$ cat config.mk
export PLATFORM = sky130hd
export DESIGN_NAME = seq_gen_1001
export DESIGN_NICKNAME = d
export VERILOG_FILES = /design/src/rtl/seq_gen_1001.sv
export SDC_FILE = /design/constraint.sdc
export NUM_CORES = 1
export LEC_CHECK = 0
export ABC_AREA = 0
export BUFFER_PORTS_ARGS = -buffer_cell sky130_fd_sc_hd__buf_2
export CORE_MARGIN = 1
export CORE_UTILIZATION = 50
export CTS_CLUSTER_DIAMETER = 200
export DETAILED_ROUTE_END_ITERATION = 8
export GPL_ROUTABILITY_DRIVEN = 1
export MAX_ROUTING_LAYER = met4
export PLACE_DENSITY = 0.76
export SLEW_MARGIN = 30
export SYNTH_ARGS = -nofsm -noshare
export SYNTH_HDL_FRONTEND = slang
export SYNTH_SLANG_ARGS = --single-unit
$ cat constraint.sdc
create_clock -name clk -period 1.8 [get_ports clk]
set_input_delay 0.36 -clock clk [delete_from_list [all_inputs] [get_ports clk]]
set_output_delay 0.36 -clock clk [all_outputs]
set_load 0.03 [all_outputs]
$ cat src/rtl/seq_gen_1001.sv
// Serial pattern transmitter: sends PATTERN MSB first, reps times,
// with GAP idle cycles between patterns and a start/busy/done handshake.
//
// Ports:
//   clk         rising-edge clock
//   rst         synchronous active-high reset
//   start       transaction request, sampled only while busy==0
//   reps        repetition count, latched on accepted start (0 acts as 1)
//   out         serial data, 0 whenever out_valid==0
//   out_valid   high while a pattern bit is on out
//   frame_start pulse with the first bit of each pattern
//   busy        high from accepted start until done
//   done        one-cycle pulse after the last bit of the last pattern
module seq_gen_1001 #(
    parameter int               PAT_W   = 4,
    parameter logic [PAT_W-1:0] PATTERN = 4'b1001,
    parameter int               CNT_W   = 8,
    parameter int               GAP     = 2
) (
    input  logic             clk,
    input  logic             rst,
    input  logic             start,
    input  logic [CNT_W-1:0] reps,
    output logic             out,
    output logic             out_valid,
    output logic             frame_start,
    output logic             busy,
    output logic             done
);

    localparam int IW = (PAT_W > 1) ? $clog2(PAT_W) : 1;
    localparam int GW = (GAP > 0) ? $clog2(GAP + 1) : 1;

    localparam logic [IW-1:0] IDX_TOP = IW'(PAT_W - 1);
    localparam logic [GW-1:0] GAP_LD  = (GAP > 0) ? GW'(GAP - 1) : '0;
    localparam logic [CNT_W-1:0] ONE  = CNT_W'(1);

    typedef enum logic [1:0] {
        S_IDLE,
        S_SEND,
        S_GAPW,
        S_DONE
    } state_t;

    state_t           state_q, state_d;
    logic [IW-1:0]    idx_q, idx_d;
    logic [CNT_W-1:0] rep_q, rep_d;
    logic [GW-1:0]    gap_q, gap_d;
    logic             out_q, out_d;
    logic             valid_q, valid_d;
    logic             fs_q, fs_d;
    logic             busy_q, busy_d;
    logic             done_q, done_d;
    logic [IW-1:0]    idx_dec;

    // idx_q is the index of the bit currently on the line, so the
    // next-state logic presents the bit that will be visible next cycle.
    assign idx_dec = idx_q - 1'b1;

    always_comb begin
        state_d = state_q;
        idx_d   = idx_q;
        rep_d   = rep_q;
        gap_d   = gap_q;
        out_d   = 1'b0;
        valid_d = 1'b0;
        fs_d    = 1'b0;
        busy_d  = 1'b0;
        done_d  = 1'b0;

        unique case (state_q)
            S_IDLE, S_DONE: begin
                if (start) begin
                    state_d = S_SEND;
                    idx_d   = IDX_TOP;
                    rep_d   = (reps == '0) ? ONE : reps;
                    out_d   = PATTERN[IDX_TOP];
                    valid_d = 1'b1;
                    fs_d    = 1'b1;
                    busy_d  = 1'b1;
                end else begin
                    state_d = S_IDLE;
                end
            end

            S_SEND: begin
                if (idx_q != '0) begin
                    idx_d   = idx_dec;
                    out_d   = PATTERN[idx_dec];
                    valid_d = 1'b1;
                    busy_d  = 1'b1;
                end else if (rep_q > ONE) begin
                    rep_d  = rep_q - ONE;
                    busy_d = 1'b1;
                    if (GAP > 0) begin
                        state_d = S_GAPW;
                        gap_d   = GAP_LD;
                    end else begin
                        idx_d   = IDX_TOP;
                        out_d   = PATTERN[IDX_TOP];
                        valid_d = 1'b1;
                        fs_d    = 1'b1;
                    end
                end else begin
                    state_d = S_DONE;
                    done_d  = 1'b1;
                end
            end

            S_GAPW: begin
                busy_d = 1'b1;
                if (gap_q == '0) begin
                    state_d = S_SEND;
                    idx_d   = IDX_TOP;
                    out_d   = PATTERN[IDX_TOP];
                    valid_d = 1'b1;
                    fs_d    = 1'b1;
                end else begin
                    gap_d = gap_q - 1'b1;
                end
            end

            default: begin
                state_d = S_IDLE;
            end
        endcase
    end

    always_ff @(posedge clk) begin
        if (rst) begin
            state_q <= S_IDLE;
            idx_q   <= '0;
            rep_q   <= '0;
            gap_q   <= '0;
            out_q   <= 1'b0;
            valid_q <= 1'b0;
            fs_q    <= 1'b0;
            busy_q  <= 1'b0;
            done_q  <= 1'b0;
        end else begin
            state_q <= state_d;
            idx_q   <= idx_d;
            rep_q   <= rep_d;
            gap_q   <= gap_d;
            out_q   <= out_d;
            valid_q <= valid_d;
            fs_q    <= fs_d;
            busy_q  <= busy_d;
            done_q  <= done_d;
        end
    end

    assign out         = out_q;
    assign out_valid   = valid_q;
    assign frame_start = fs_q;
    assign busy        = busy_q;
    assign done        = done_q;

endmodule

==> reports/results.ini <==
[job]
cap_violations = 0

[synthesis]
synth_compound_area_frac = 0.2222
yosys_warnings = 0
synthCells = 142
synth_mux_area_frac = 0.01743
synth_area_leaders = dfxtp_1 33%, ha_1 7.6%, a21oi_1 4.8%
synthXorXnorAreaFrac = 0
synth.top_cell.area_share = 0.3312
syn_nets = 160
ys.flop_type = dfxtp_1
synthArstFlopShare = 0
ys_ff_latch = 19
synth_most_common_cell = dfxtp_1
synth_edf_count = 0
synth.distinct_cells = 38
postSynthAreaPerCell_um2 = 8.089
ys_seq_area_frac = 0.3312
synth_area_um2 = 1149
synth_top_cells_by_count = 19 x dfxtp_1, 13 x nor2_1, 11 x a21oi_1, 11 x inv_1
synth-simple-area-share = 0.2876
synth_top_family_by_area = simple AND/OR/NAND/NOR gates
synth_top_cell_by_area = dfxtp_1
synth-adder-area-share = 0.07625

[sta]
fin_worst_skew_ns = 0.002237
tightestPinTransition_ns = 0.4827
slew-limit-headroom = 0.6756
whs_ns = 0.3082
rsz0062_at_grt = yes
hold_viol = 0
fmax_mhz = 557.3
post-route-period-util = 0.9969
drv_slew = 0
period_needed_ns = 1.794
tns_ns = 0
layout_setup_ws_ns = 0.005668
setup_viol = 0

[cts]
cts-root-buf = clkbuf_4
cts_buffer_depth = 2
clock_sinks = 19
hold_buffers = 0
cts_tree = done
clk_pin_slew_ns = 0.12
insertion_delay_ns = 0.31
cts_buffers = 3
cts.htree.levels = 1

[drt]
drt_iter0_drc = 49
routed_via_density = 6.104
route.detailed.drc = 0
drt_wl_total_mm = 3.088
dr_total_vias = 1227
drt-pass1-iter-count = 4
ant_nets = 0
post_drt_wl_per_cell_um = 15.36

[global_route]
grt_pass1_vias = 1134
track_usage = 0.2568
antenna_found_initial = 0
grt_max_degree = 20
grt_overflow_total = 0
grt_pass1_wl_mm = 4.788

[cells_and_area]
diodes = 0
fin_nets = 193
utilization = 0.7063
area_delta_synth_final_pct = 26.80
drive_gt1_frac = 0.3391
instances_no_fill = 201

[placement]
place.gp.congestion = 0.9571
io_buffers = 15
dp_cells = 194
dp_slack_ns = -0.09625
dp_hpwl_mm = 2.125

[floorplan]
core_area_um2 = 2062
rows = 16
dieHeight_um = 49.93
dieArea_um2 = 2493
start_util = 0.5570
die_x_um = 49.93
ioPinCount = 16

[critical_path]
critical-path-max-stage-delay_ns = 0.40
cp_data_arrival_time_ns = 2.04
crit_path_max_fanout = 14
cp_slowest_cell = nor4_1
cp.required_ns = 2.05
worstSetupStartpointType = flop
critPathCaptureType = flop
crit_type = flop to flop
path_cells = inv_1, ha_1, buf_4, nor4_1, a221o_1, nand3_1, a21oi_1

[power_and_ir_drop]
ir_drop_v = 0.001157
p_per_area_nw_per_um2 = 1932
p_leak_nw = 0.5906

[hold_path]
hp-class = input port to flop

[status]
outcome = finished clean

==> power by group <==
part	internal [W]	leakage, nW	total, W	switching (W)
registers	0.000577	0.158	0.000707	0.000130
logic	0.000810	0.415	0.00187	0.00106
clock network	0.0000832	0.0177	0.000232	0.000149
==> through the flow <==
step / total power (W) / area, um2
after CTS: 0.002581 / 1381
after floorplan: 0.001758 / 1149
final: 0.002814 / 1456
after global routing: 0.003017 / 1456
after detailed placement: 0.002318 / 1344
after global placement: 0.002272 / 1344
==> cell type report <==
class / count / area (um2)
Sequential cell: 19 / 384.1
Clock buffer: 3 / 22.52
Multi-Input combinational cell: 106 / 750.7
Inverter: 11 / 45.04
Tap cell: 27 / 33.78
Fill cell: 160 / 605.6
Timing Repair inverter: 1 / 5.005
Clock inverter: 1 / 5.005
Timing Repair Buffer: 33 / 210.2
==> metal layers <==
layer | GRT usage | share of wire | up-vias
met5 | - | 0 | -
met4 | 0.1095 | 0.019 | 0
met3 | 0.04012 | 0.067 | 7
met2 | 0.4122 | 0.48 | 55
met1 | 0.3166 | 0.43 | 572
li1 | - | - | 593
==> kinds of logic after synthesis <==
group | count (synthesis)
AO/OA/AOI/OAI | 39
adder cells (fa/ha/maj) | 7
buffers and inverters | 17
flip-flops | 19
multiplexers | 2
AND/OR/NAND/NOR | 58
==> worst max-delay path, delay by kind of cell (launching register included) <==
kind                     cells  cell delay, ns
AND/OR/NAND/NOR              2            0.48
buffers and inverters        2            0.27
AO/OA/AOI/OAI                2            0.36
flip-flops                   1            0.38
adder cells (fa/ha/maj)      1            0.24
==> registers in the layout (all words and copies together), names as in the netlist <==
register,cells
done,1
rep_q,8
state_q,2
idx_q,2
out_valid,1
out,1
busy,1
frame_start,1
gap_q,2
==> placed cells by master, fill, tap and decap left out, types with 2 or more instances in the layout <==
| cell | netlist | layout |
|---|---|---|
| dfxtp_2 | 0 | 3 |
| ha_1 | 7 | 6 |
| nor2b_1 | 6 | 5 |
| buf_2 | 0 | 15 |
| o32ai_1 | 2 | 2 |
| nor3_1 | 5 | 4 |
| a311oi_1 | 2 | 2 |
| nor3_2 | 1 | 2 |
| nor2_1 | 13 | 12 |
| a41oi_1 | 2 | 2 |
| nand2_1 | 6 | 6 |
| nor4_1 | 3 | 2 |
| nand3_1 | 4 | 4 |
| a211oi_1 | 4 | 3 |
| nand2b_1 | 6 | 6 |
| a21oi_1 | 11 | 11 |
| nand4_1 | 3 | 3 |
| a31oi_1 | 6 | 5 |
| o21ai_0 | 7 | 2 |
| o21ai_1 | 1 | 5 |
| buf_4 | 3 | 18 |
| clkbuf_4 | 0 | 3 |
| mux2i_1 | 2 | 2 |
| nor4_2 | 1 | 2 |
| inv_1 | 11 | 10 |
| dfxtp_1 | 19 | 16 |
==> what timing repair did <==
item | 4_1_cts | 5_1_grt
gates resized for setup | 2 | 19
setup buffers | 0 | 2
pin swaps | 0 | 2
cloned | 0 | 1
setup endpoints to repair | 6 | 11
==> worst paths after layout <==
check,to,slack (ns),startpoint,cells after the start
max,rep_q[0],0.006,state_q[1],7
min reg2reg,gap_q[1],0.49,gap_q[1],2
max reg2reg,rep_q[0],0.006,state_q[1],7
min,rep_q[2],0.31,reps[2],3
No activity file was read; power rests on OpenSTA's default activity.
